## src/rtl/isa_pkg.sv

```systemverilog
// Shared RV32I encoding constants, request/FIFO payload types and the
// combinational encode + immediate range-check function.
package isa_pkg;

   localparam int unsigned XLEN  = 32;
   localparam int unsigned REG_W = 5;
   localparam int unsigned OPC_W = 7;
   localparam int unsigned F3_W  = 3;

   localparam logic [OPC_W-1:0] OPC_LOAD   = 7'b0000011;
   localparam logic [OPC_W-1:0] OPC_STORE  = 7'b0100011;
   localparam logic [OPC_W-1:0] OPC_OPIMM  = 7'b0010011;
   localparam logic [OPC_W-1:0] OPC_BRANCH = 7'b1100011;

   localparam logic [F3_W-1:0] F3_LW   = 3'b010;
   localparam logic [F3_W-1:0] F3_SW   = 3'b010;
   localparam logic [F3_W-1:0] F3_ADDI = 3'b000;
   localparam logic [F3_W-1:0] F3_BEQ  = 3'b000;

   typedef enum logic [1:0] {
      OP_LW   = 2'b00,
      OP_SW   = 2'b01,
      OP_ADDI = 2'b10,
      OP_BEQ  = 2'b11
   } op_e;

   typedef struct packed {
      logic            legal;
      logic [XLEN-1:0] instr;
   } enc_t;

   typedef struct packed {
      logic [XLEN-1:0] instr;
      logic [XLEN-1:0] addr;
   } fifo_entry_t;

   localparam int unsigned ENTRY_W = $bits(fifo_entry_t);

   // Pack one request; legal is low when the immediate cannot be represented.
   function automatic enc_t encode(input op_e              op,
                                   input logic [REG_W-1:0] rd,
                                   input logic [REG_W-1:0] rs1,
                                   input logic [REG_W-1:0] rs2,
                                   input logic [XLEN-1:0]  imm);
      enc_t r;
      logic fits_is;
      logic fits_b;
      fits_is = (imm[31:11] == '0) || (imm[31:11] == '1);
      fits_b  = ((imm[31:12] == '0) || (imm[31:12] == '1)) && !imm[0];
      r.legal = 1'b0;
      r.instr = '0;
      case (op)
         OP_LW: begin
            r.legal = fits_is;
            r.instr = {imm[11:0], rs1, F3_LW, rd, OPC_LOAD};
         end
         OP_SW: begin
            r.legal = fits_is;
            r.instr = {imm[11:5], rs2, rs1, F3_SW, imm[4:0], OPC_STORE};
         end
         OP_ADDI: begin
            r.legal = fits_is;
            r.instr = {imm[11:0], rs1, F3_ADDI, rd, OPC_OPIMM};
         end
         OP_BEQ: begin
            r.legal = fits_b;
            r.instr = {imm[12], imm[10:5], rs2, rs1, F3_BEQ, imm[4:1], imm[11], OPC_BRANCH};
         end
      endcase
      return r;
   endfunction

endpackage

```

## src/rtl/instr_encoder_fifo2.sv

```systemverilog
// Two-entry FIFO with a registered head so the output holds its last
// value once drained; full/empty are registered flags.
module fifo2 #(
   parameter int unsigned WIDTH = 8
) (
   input  logic             clk,
   input  logic             rst,
   input  logic             push,
   input  logic             pop,
   input  logic [WIDTH-1:0] din,
   output logic [WIDTH-1:0] dout,
   output logic             full,
   output logic             empty
);

   logic [1:0]       count;
   logic [1:0]       count_nxt;
   logic [WIDTH-1:0] head;
   logic [WIDTH-1:0] tail;
   logic             do_push;
   logic             do_pop;

   always_comb begin
      do_push   = push && !full;
      do_pop    = pop && !empty;
      count_nxt = count;
      if (do_push && !do_pop) count_nxt = count + 2'd1;
      else if (do_pop && !do_push) count_nxt = count - 2'd1;
   end

   // Pushing while popping is only possible with one entry: the new item becomes head.
   always_ff @(posedge clk or posedge rst) begin
      if (rst) begin
         count <= 2'd0;
         head  <= '0;
         tail  <= '0;
         full  <= 1'b0;
         empty <= 1'b1;
      end else begin
         count <= count_nxt;
         full  <= (count_nxt == 2'd2);
         empty <= (count_nxt == 2'd0);
         if (do_push && do_pop) begin
            head <= din;
         end else if (do_push) begin
            if (empty) head <= din;
            else       tail <= din;
         end else if (do_pop && full) begin
            head <= tail;
         end
      end
   end

   assign dout = head;

endmodule

```

## src/rtl/instr_encoder.sv

```systemverilog
// Encodes lw/sw/addi/beq requests into RV32I words, tags them with a running
// byte address and queues them; rejected requests pulse err and bump err_count.
module instr_encoder #(
   parameter logic [31:0] BASE_ADDR = 32'h0000_0000
) (
   input  logic        clk,
   input  logic        rst,
   input  logic        in_valid,
   output logic        in_ready,
   input  logic [1:0]  in_op,
   input  logic [4:0]  in_rd,
   input  logic [4:0]  in_rs1,
   input  logic [4:0]  in_rs2,
   input  logic [31:0] in_imm,
   output logic        out_valid,
   input  logic        out_ready,
   output logic [31:0] out_instr,
   output logic [31:0] out_addr,
   output logic        err,
   output logic [7:0]  err_count
);

   import isa_pkg::*;

   localparam int unsigned CNT_W = 8;

   enc_t        enc;
   fifo_entry_t push_data;
   fifo_entry_t head;
   logic        accept;
   logic        push;
   logic        full;
   logic        empty;
   logic [XLEN-1:0] pc;

   always_comb begin
      accept         = in_valid && in_ready;
      enc            = encode(op_e'(in_op), in_rd, in_rs1, in_rs2, in_imm);
      push           = accept && enc.legal;
      push_data      = '0;
      push_data.instr = enc.instr;
      push_data.addr  = pc;
   end

   // Address advances only on enqueue; rejected requests leave it untouched.
   always_ff @(posedge clk or posedge rst) begin
      if (rst) begin
         pc        <= BASE_ADDR;
         err       <= 1'b0;
         err_count <= '0;
      end else begin
         err <= accept && !enc.legal;
         if (push) pc <= pc + XLEN'(4);
         if (accept && !enc.legal && (err_count != {CNT_W{1'b1}}))
            err_count <= err_count + CNT_W'(1);
      end
   end

   fifo2 #(.WIDTH(ENTRY_W)) u_fifo (
      .clk   (clk),
      .rst   (rst),
      .push  (push),
      .pop   (out_ready),
      .din   (push_data),
      .dout  (head),
      .full  (full),
      .empty (empty)
   );

   assign in_ready  = !full;
   assign out_valid = !empty;
   assign out_instr = head.instr;
   assign out_addr  = head.addr;

endmodule
```

## config.mk

```make
export PLATFORM = sky130hd
export DESIGN_NAME = instr_encoder
export DESIGN_NICKNAME = d
export VERILOG_FILES = /design/src/rtl/isa_pkg.sv /design/src/rtl/instr_encoder_fifo2.sv /design/src/rtl/instr_encoder.sv
export SDC_FILE = /design/constraint.sdc
export NUM_CORES = 1
export LEC_CHECK = 0
export ABC_AREA = 1
export BUFFER_PORTS_ARGS = -buffer_cell sky130_fd_sc_hd__buf_4
export CAP_MARGIN = 30
export CORE_ASPECT_RATIO = 0.9
export CORE_MARGIN = 2
export CORE_UTILIZATION = 30
export DETAILED_ROUTE_END_ITERATION = 12
export PLACE_DENSITY = 0.62
export SLEW_MARGIN = 20
export SYNTH_ARGS = -nofsm -noshare
export SYNTH_HDL_FRONTEND = slang
export SYNTH_SLANG_ARGS = --single-unit
export TNS_END_PERCENT = 30
```

## constraint.sdc

```tcl
create_clock -name clk -period 4.56 [get_ports clk]
set_clock_uncertainty 0.2 [all_clocks]
set_input_delay 0.228 -clock clk [delete_from_list [all_inputs] [get_ports clk]]
set_output_delay 0.228 -clock clk [all_outputs]
set_load 0.05 [all_outputs]
```

Yosys cells after proc, flatten, opt, wreduce, memory -nomap -nowiden
Index checks and enable logic that the tools add are counted.
{"block": "totals", "inputBits": 53, "elab_cells": 55, "reg_bits": 173}
{"block": "classes", "bitwise": 2, "add_sub_neg": 4, "muxes": 7, "eq_ne": 8, "n_reduce_logical": 26}
{"operator": "$mux W64", "n": 4}
{"operator": "$pmux W33 S4", "n": 1}
{"operator": "$add A32 B3 Y32 const B", "n": 1}
{"operator": "$eq A21 B21 Y1 const B", "n": 1}
{"operator": "$logic_not A21 Y1", "n": 1}
{"operator": "$eq A20 B20 Y1 const B", "n": 1}
{"operator": "$logic_not A20 Y1", "n": 1}
{"operator": "$logic_and A1 B1 Y1", "n": 11}
{"operator": "$add A8 B1 Y8 const B", "n": 1}
{"operator": "$ne A8 B8 Y1 const B", "n": 1}
{"operator": "$eq A2 B2 Y1 const B", "n": 3}
{"operator": "$logic_not A1 Y1", "n": 6}
{"operator": "$logic_not A2 Y1", "n": 2}
{"operator": "$mux W2", "n": 2}
{"operator": "$ne A3 B2 Y1 const B", "n": 1}
{"operator": "$reduce_and A3 Y1", "n": 1}
{"operator": "$reduce_bool A3 Y1", "n": 1}
{"operator": "$add A2 B1 Y2 const B", "n": 1}
{"operator": "$eq A2 B1 Y1 const B", "n": 1}
{"operator": "$logic_or A1 B1 Y1", "n": 2}
{"operator": "$not A1 Y1", "n": 2}
{"operator": "$reduce_and A2 Y1", "n": 1}
{"operator": "$sub A2 B1 Y2 const B", "n": 1}

Depth between registers and ports, before layout
Gate-level depths: netlist (run 1).
{"block": "depth", "depth_word": 11, "ltp_mapped": 17, "depth_no_buf": 15}

Modules after synthesis
A second synthesis (run 1) with hierarchy kept.
{"block": "unflattened", "cells_unflattened": 1140, "area_unflattened_um2": 8498.2}
{"mod": "fifo2", "n_inst": 1, "cells_per_inst": 714, "seq_area_each_um2": 3304.4, "area_each_um2": 5746.8}
{"mod": "instr_encoder", "n_inst": 1, "cells_per_inst": 426, "seq_area_each_um2": 975.9, "area_each_um2": 2751.4}

Worst setup path after synthesis (run 1)
Ideal clock, no wire load.
{"block": "synth_path", "kind": "register to register", "from": "register err_count[1]", "to": "register err_count[2]", "path_stages_with_launch": 8, "t_arrival_ps": 1752, "setup_slack_ps": 2463, "setup_ps": 145, "synth_period_minus_slack_ps": 2097, "n_path_buf": 0, "path_cell_list": "dfrtp_1 > ha_1 > inv_1 > nor4_1 > nand3_1 > nand3_1 > nor2_1 > xor2_1"}
{"block": "synth_via", "elab_chain_len": 2, "word_cells_on_any_way": 3, "classes_between": "add/sub: 1; eq/ne: 1; reduce/logical: 1"}
{"element": "start: declaration", "line_no": "instr_encoder.sv:20", "source": "output logic [7:0] err_count"}
{"element": "start signal: assignment", "line_no": "instr_encoder.sv:55", "source": "err_count <= err_count + CNT_W'(1);"}
{"element": "parallel branches: the longest is 2 deep, another holds $add A8 B1 Y8"}
Several ways; the timed one is not identified.
A chain may end at the register's enable or synchronous reset.

Worst setup path in the final report (run 1)
{"block": "layout_path", "from": "input in_op[1]", "to": "register u_fifo.head[6], in the netlist u_fifo.dout[6]"}
{"block": "layout_via", "elab_chain_len": 7, "word_cells_on_any_way": 13, "classes_between": "eq/ne: 4; mux: 3; reduce/logical: 6"}
{"element": "start: declaration", "line_no": "instr_encoder.sv:10", "source": "input logic [1:0] in_op,"}
{"element": "$eq A2 B2 Y1, or another cell as far along", "line_no": "isa_pkg.sv:52", "source": "case (op)"}
{"element": "$pmux W33 S4 *", "line_no": "isa_pkg.sv:52"}
{"element": "$logic_and A1 B1 Y1 *", "line_no": "instr_encoder.sv:39", "source": "push = accept && enc.legal;"}
{"element": "$logic_and A1 B1 Y1 *", "line_no": "instr_encoder_fifo2.sv:24", "source": "do_push = push && !full;"}
{"element": "$logic_and A1 B1 Y1", "line_no": "instr_encoder_fifo2.sv:43", "source": "if (do_push && do_pop) begin"}
{"element": "$ne A3 B2 Y1 (no source line) or $reduce_bool A3 Y1 (tied branches)"}
{"element": "$reduce_and A2 Y1 (no source line)"}
{"element": "end signal: assignment", "line_no": "instr_encoder_fifo2.sv:44", "source": "head <= din;"}
{"element": "end signal: assignment", "line_no": "instr_encoder_fifo2.sv:46", "source": "if (empty) head <= din;"}
{"element": "end signal: assignment", "line_no": "instr_encoder_fifo2.sv:49", "source": "head <= tail;"}
{"element": "end: declaration", "line_no": "instr_encoder_fifo2.sv:18", "source": "logic [WIDTH-1:0] head;"}
Every way passes the cells marked *; elsewhere a longest branch is shown, timed or not. The select of a mux whose other input is x is not followed.

==> results.yml, run 1 <==
die:
  die_h_um: 154
  rows: 54
  start_util_pct: 30.7
  die_area_sq_um: 26300
  coreArea_sq_um: 24400
  die_w_um: 171
  ioPinCount: 128
yosys:
  async_flop_share_pct: 100
  ys.warnings.count: 0
  synth_ff_type: "dfrtp_1"
  synth_area_sq_um: 7490
  synth_edf_count: 0
  yosys.area.top_type: "dfrtp_1"
  yosysTopAreaCellShare_pct: 52.1
  yosysSeqAreaShare_pct: 52.5
  yosysUniqueCellTypes: 32
  post_synth.cell_area_avg_sq_um: 8.01
  synth_most_common_cell: "nand2_1"
  synth_cells: 935
  synth_common_cells: "nand2_1, dfrtp_1, o21ai_0, inv_1, nor2_1"
  synth_area_leaders: "dfrtp_1, nand2_1, o21ai_0"
  synth_seq_cells: 157
detailed_routing:
  first_iter_violations: 399
  wire_per_inst_um: 12.2
  drtAntennaViolNets: 0
  routed_wl_mm: 17.2
  drc: 0
  drtPass1Iterations: 4
  viasPerCell: 4.34
  num_vias: 6158
global_routing:
  grt_first_pass_wirelength_mm: 29.3
  grt_pass1_vias: 5967
  antenna_found_initial: 0
  grt_max_degree: 158
  gr-total-overflow: 0
  grt_usage_pct: 13.7
timing:
  drv_slew: 0
  hold_viol: 0
  layout_setup_ws_ps: 1770
  min_period_ps: 2790
  finalCritPeriodShare_pct: 61.1
  tns_ps: 0
  fmax_ghz: 0.359
  slew_headroom_pct: 44.2
  setup-violations-final: 0
  whs_ps: 24.7
  grt_setup_unrepaired: "false"
  worstMarginPinSlew_ps: 837
setup_path:
  crit_chain: "dlygate4sd3_1, buf_4, nand2_1, inv_1, nand2_2, nand3_4, o21ai_1, nand2_2, inv_2, buf_12, nand2_1, nand2_1"
  crit_slowest_cell: "dlygate4sd3_1"
  worstSetupPathType: "in2reg"
  endpoint_kind: "flop"
  critPathMaxFanout: 63
  startpoint_type: "input pin"
  arrival_ps: 2950
  required_ps: 4720
  path_common_cell: "nand2_1"
  cpPeakStageDelay_ps: 540
  r2r_slack_ps: 1860
cts:
  tritoncts.num_buffers: 17
  clock_path_buffers: 2
  post-cts-setup-buffers: 0
  hold_buffers: 31
  cts_tree: "built"
  ctsHtreeMaxLevel: 4
  cts.reportedPaths.clkPinSlew_ps: 60
  clk_latency_ps: 420
  cts.sinks: 157
  cts_root_buf: "clkbuf_16"
  cts_resized: 0
pwr:
  p_sw_share_pct: 43.5
  p_leak_uw: 0.00481
  clock_power_share_pct: 22.1
  powerDensity_nw_per_um2: 629
  p_seq_share_pct: 36.9
  internal_power_uw: 3390
  switchingPower_uw: 2600
  peakVddDrop_mv: 0.274
  p_comb_share_pct: 41.0
layout:
  final_net_count: 1125
  area.growth.synth_to_final_pct: 27.1
  post-route-util_pct: 39.0
  diodes: 0
  layout-drive-gt1-share_pct: 16.2
place:
  place.gp.congestion: 0.848
  io_buffers: 121
  dp_hpwl_mm: 11.2
  dpl_worst_slack_ps: 1660
job:
  maxCapViolations: 0
run_status:
  status: "finished, final reports clean"
hold_path:
  hold_class: "in2reg"
cell usage in the layout, fill, tap and decap left out, types with 6 or more instances in the layout:
cell           instances
nand2_1              366
dfrtp_1              156
buf_4                124
o21ai_0              100
inv_1                 67
nor2_1                57
xor2_1                31
dlygate4sd3_1         31
o21ai_1               23
nand3_1               19
nor3_1                17
clkbuf_16             17
nand4_1                9
mux2i_1                9
inv_2                  6
conb_1                 6
power groups by stage:
| stage | clock network (uW) | registers (uW) | logic [uW] |
|---|---|---|---|
| global route | 1430 | 2280 | 2710 |
| detailed placement | 0 | 2230 | 2460 |
| floorplan | 0 | 3060 | 916 |
| global placement | 0 | 2220 | 2420 |
| CTS | 1360 | 2220 | 2490 |
| finish | 1320 | 2210 | 2460 |
per-stage QoR:
stage / cells / total power [uW] / instance area (sq um)
after detailed placement: 1355 / 4690 / 8630
after CTS: 1418 / 6070 / 9500
after floorplan: 940 / 3970 / 7510
after global routing: 1419 / 6420 / 9520
after global placement: 1354 / 4630 / 8610
final: 1419 / 5990 / 9520
layout make-up:
class,instances,area (sq um)
fillers,2492,14900
inverters,74,282
repair buffers,158,1310
well taps,336,420
flip-flops and latches,157,3930
clock buffers,18,439
multi-input cells,662,3030
clock inverters,14,113
final timing paths:
check,cells after the start,startpoint,to
worst max-delay path,12,in_op[1],u_fifo.dout[6]
worst min-delay path,3,in_imm[11],u_fifo.tail[63]
worst max register to register,8,u_fifo.full,u_fifo.dout[6]
worst min register to register,2,u_fifo.tail[33],u_fifo.tail[33]
max in group asynchronous,4,rst,err_count[3]
min in group asynchronous,4,rst,u_fifo.dout[61]
critical path: cells and delay by family:
family | cells | cell delay (ps)
AOI/OAI and AO/OA | 1 | 300
buffers and inverters | 5 | 1320
and+or+nand+nor | 6 | 1060
sequential cells by signal (all words and copies together) (netlist names):
register	flops
u_fifo.tail	57
err	1
u_fifo.full	1
u_fifo.dout	57
err_count	8
u_fifo.empty	1
pc	30
u_fifo.count	2
cell families after synthesis:
group | share of synthesized area (%)
AND/OR/NAND/NOR | 26.0
flip-flops | 52.5
AO/OA/AOI/OAI | 8.55
buffers and inverters | 7.43
XOR/XNOR | 3.97
multiplexers | 1.20
adder cells (fa/ha/maj) | 0.334
other | 0.0501
metal layers:
layer,GRT usage (%),vias up,wire length (um)
met5,0,-,0
met4,4.56,0,321
met3,3.35,22,778
met2,20.7,115,7520
met1,19.2,2820,8620
li1,-,3201,-
No activity file was read; power rests on OpenSTA's default activity.
==> run 2, diff against run 1 <==
==> constraint.sdc (replaced) <==
create_clock -name clk -period 2.36 [get_ports clk]
set_clock_uncertainty 0.2 [all_clocks]
set_input_delay 0.118 -clock clk [delete_from_list [all_inputs] [get_ports clk]]
set_output_delay 0.118 -clock clk [all_outputs]
set_load 0.05 [all_outputs]
==> results.yml, run 2 (same netlist as run 1, synthesis figures left out) <==
run_status:
  status: "finished, final reports clean"
timing:
  fmax_ghz: 0.456
  setup-violations-final: 0
  worstMarginPinSlew_ps: 589
  drv_slew: 0
  grt_setup_unrepaired: "true"
  finalCritPeriodShare_pct: 93.0
  layout_setup_ws_ps: 166
  slew_headroom_pct: 60.6
  hold_viol: 0
  min_period_ps: 2190
setup_path:
  arrival_ps: 2300
  crit_path_start: "in_imm[12]"
  critPathMaxFanout: 19
  worstSetupPathType: "in2reg"
  endpoint_kind: "flop"
  reg2regPathDepth: 10
  startpoint_type: "input pin"
  required_ps: 2470
  worstReg2RegStart: "pc[2]"
global_routing:
  antenna_found_initial: 0
  busiest_layer: "met2"
  grt_pass1_vias: 5994
  grt_usage_pct: 14.0
  gr-total-overflow: 0
  grt_max_degree: 83
  use_met3_pct: 3.24
  grt_first_pass_wirelength_mm: 29.8
  use_met2_pct: 20.7
  use_met1_pct: 20.0
cts:
  clk_latency_ps: 420
  clock_path_buffers: 2
  cts_root_buf: "clkbuf_16"
  tritoncts.num_buffers: 17
  cts.sinks: 157
  ctsHtreeMaxLevel: 4
  cts.reportedPaths.clkPinSlew_ps: 60
  cts_tree: "built"
pwr:
  p_leak_uw: 0.00497
  powerDensity_nw_per_um2: 1220
  peakVddDrop_mv: 0.494
die:
  die_h_um: 154
  coreArea_sq_um: 24400
  die_w_um: 171
  start_util_pct: 30.7
  rows: 54
  die_area_sq_um: 26300
  ioPinCount: 128
layout:
  final_common_cell: "nand2_1"
  final_net_count: 1150
  area.growth.synth_to_final_pct: 31.4
  fillers: 2455
  diodes: 0
  design_area_sq_um: 9850
  final_cell_mix: "nand2_1, dfrtp_1, buf_4"
  layout-drive-gt1-share_pct: 17.8
detailed_routing:
  drtPass1Iterations: 5
  routed_wl_mm: 18.1
  drtAntennaViolNets: 0
  viasPerCell: 4.40
  first_iter_violations: 360
  drc: 0
  num_vias: 6355
  wire_per_inst_um: 12.5
place:
  io_buffers: 121
  place.gp.congestion: 0.855
  dpl_worst_slack_ps: 136
  dp_hpwl_mm: 12.3
  placed_area_sq_um: 8810
hold_path:
  hold_class: "in2reg"
  worstHoldPathCells: 5
  hp-start: "out_ready"
job:
  maxCapViolations: 0
-- run 2: layout make-up --
cell class              count  area (sq um)  area share (%)
clock buffers              18           439            4.46
clock inverters            13           165            1.68
inverters                  74           284            2.88
multi-input cells         662          3060            31.0
flip-flops and latches    157          3930            39.9
well taps                 336           420            4.27
repair buffers            183          1550            15.8
-- run 2: final timing paths --
kind                                         to  slack (ps)
worst max-delay path                     pc[27]         170
worst min-delay path            u_fifo.count[0]          50
worst max register to register           pc[27]         210
worst min register to register  u_fifo.tail[33]         260
max in group asynchronous          u_fifo.empty        1140
min in group asynchronous       u_fifo.tail[13]         130
-- run 2: per-layer routing --
metal / wire length (um) / vias up
li1: - / 3249
met1: 9140 / 2957
met2: 7900 / 129
met3: 755 / 20
met4: 272 / 0
met5: 0 / -
-- run 2: through the flow --
| step | hold WS [ps] | power, uW | TNS [ps] | util [%] | cells |
|---|---|---|---|---|---|
| after floorplan | 29.7 | 7680 | 0 | - | 940 |
| after global placement | 12.5 | 9040 | 0 | 36.1 | 1374 |
| after detailed placement | 18.8 | 9150 | 0 | 36.1 | 1374 |
| after CTS | 21.5 | 12100 | 0 | 40.1 | 1442 |
| after global routing | 66.4 | 12800 | -6.14 | 40.4 | 1443 |
| final | 48.9 | 12000 | 0 | 40.4 | 1443 |
-- run 2: report_power, final --
| group | switching, uW | leakage [uW] | internal [uW] |
|---|---|---|---|
| clock network | 1140 | 0.000285 | 1690 |
| registers | 601 | 0.00200 | 3690 |
| logic | 3330 | 0.00268 | 1550 |
| total | 5070 | 0.00497 | 6930 |
-- run 2: worst max-delay path: stages --
cell and delay (ps):
dlygate4sd3_1 540, buf_4 150, nor2_1 90, nand2_1 50, nor2_1 130, nand3_1 80, nand2_1 60, nand2_1 50
nand2_2 120, nand3_4 190, buf_6 220, nor2_2 150, nand2_1 140, o21ai_1 140, nand2_1 60
-- run 2: timing repair --
action / in CTS / in global routing
endpoints found under the setup margin: 0 / 81
endpoints found under the hold margin: 115 / 0
buffers inserted: 0 / 0
hold buffers: 37 / 0
gates resized for setup: 0 / 8
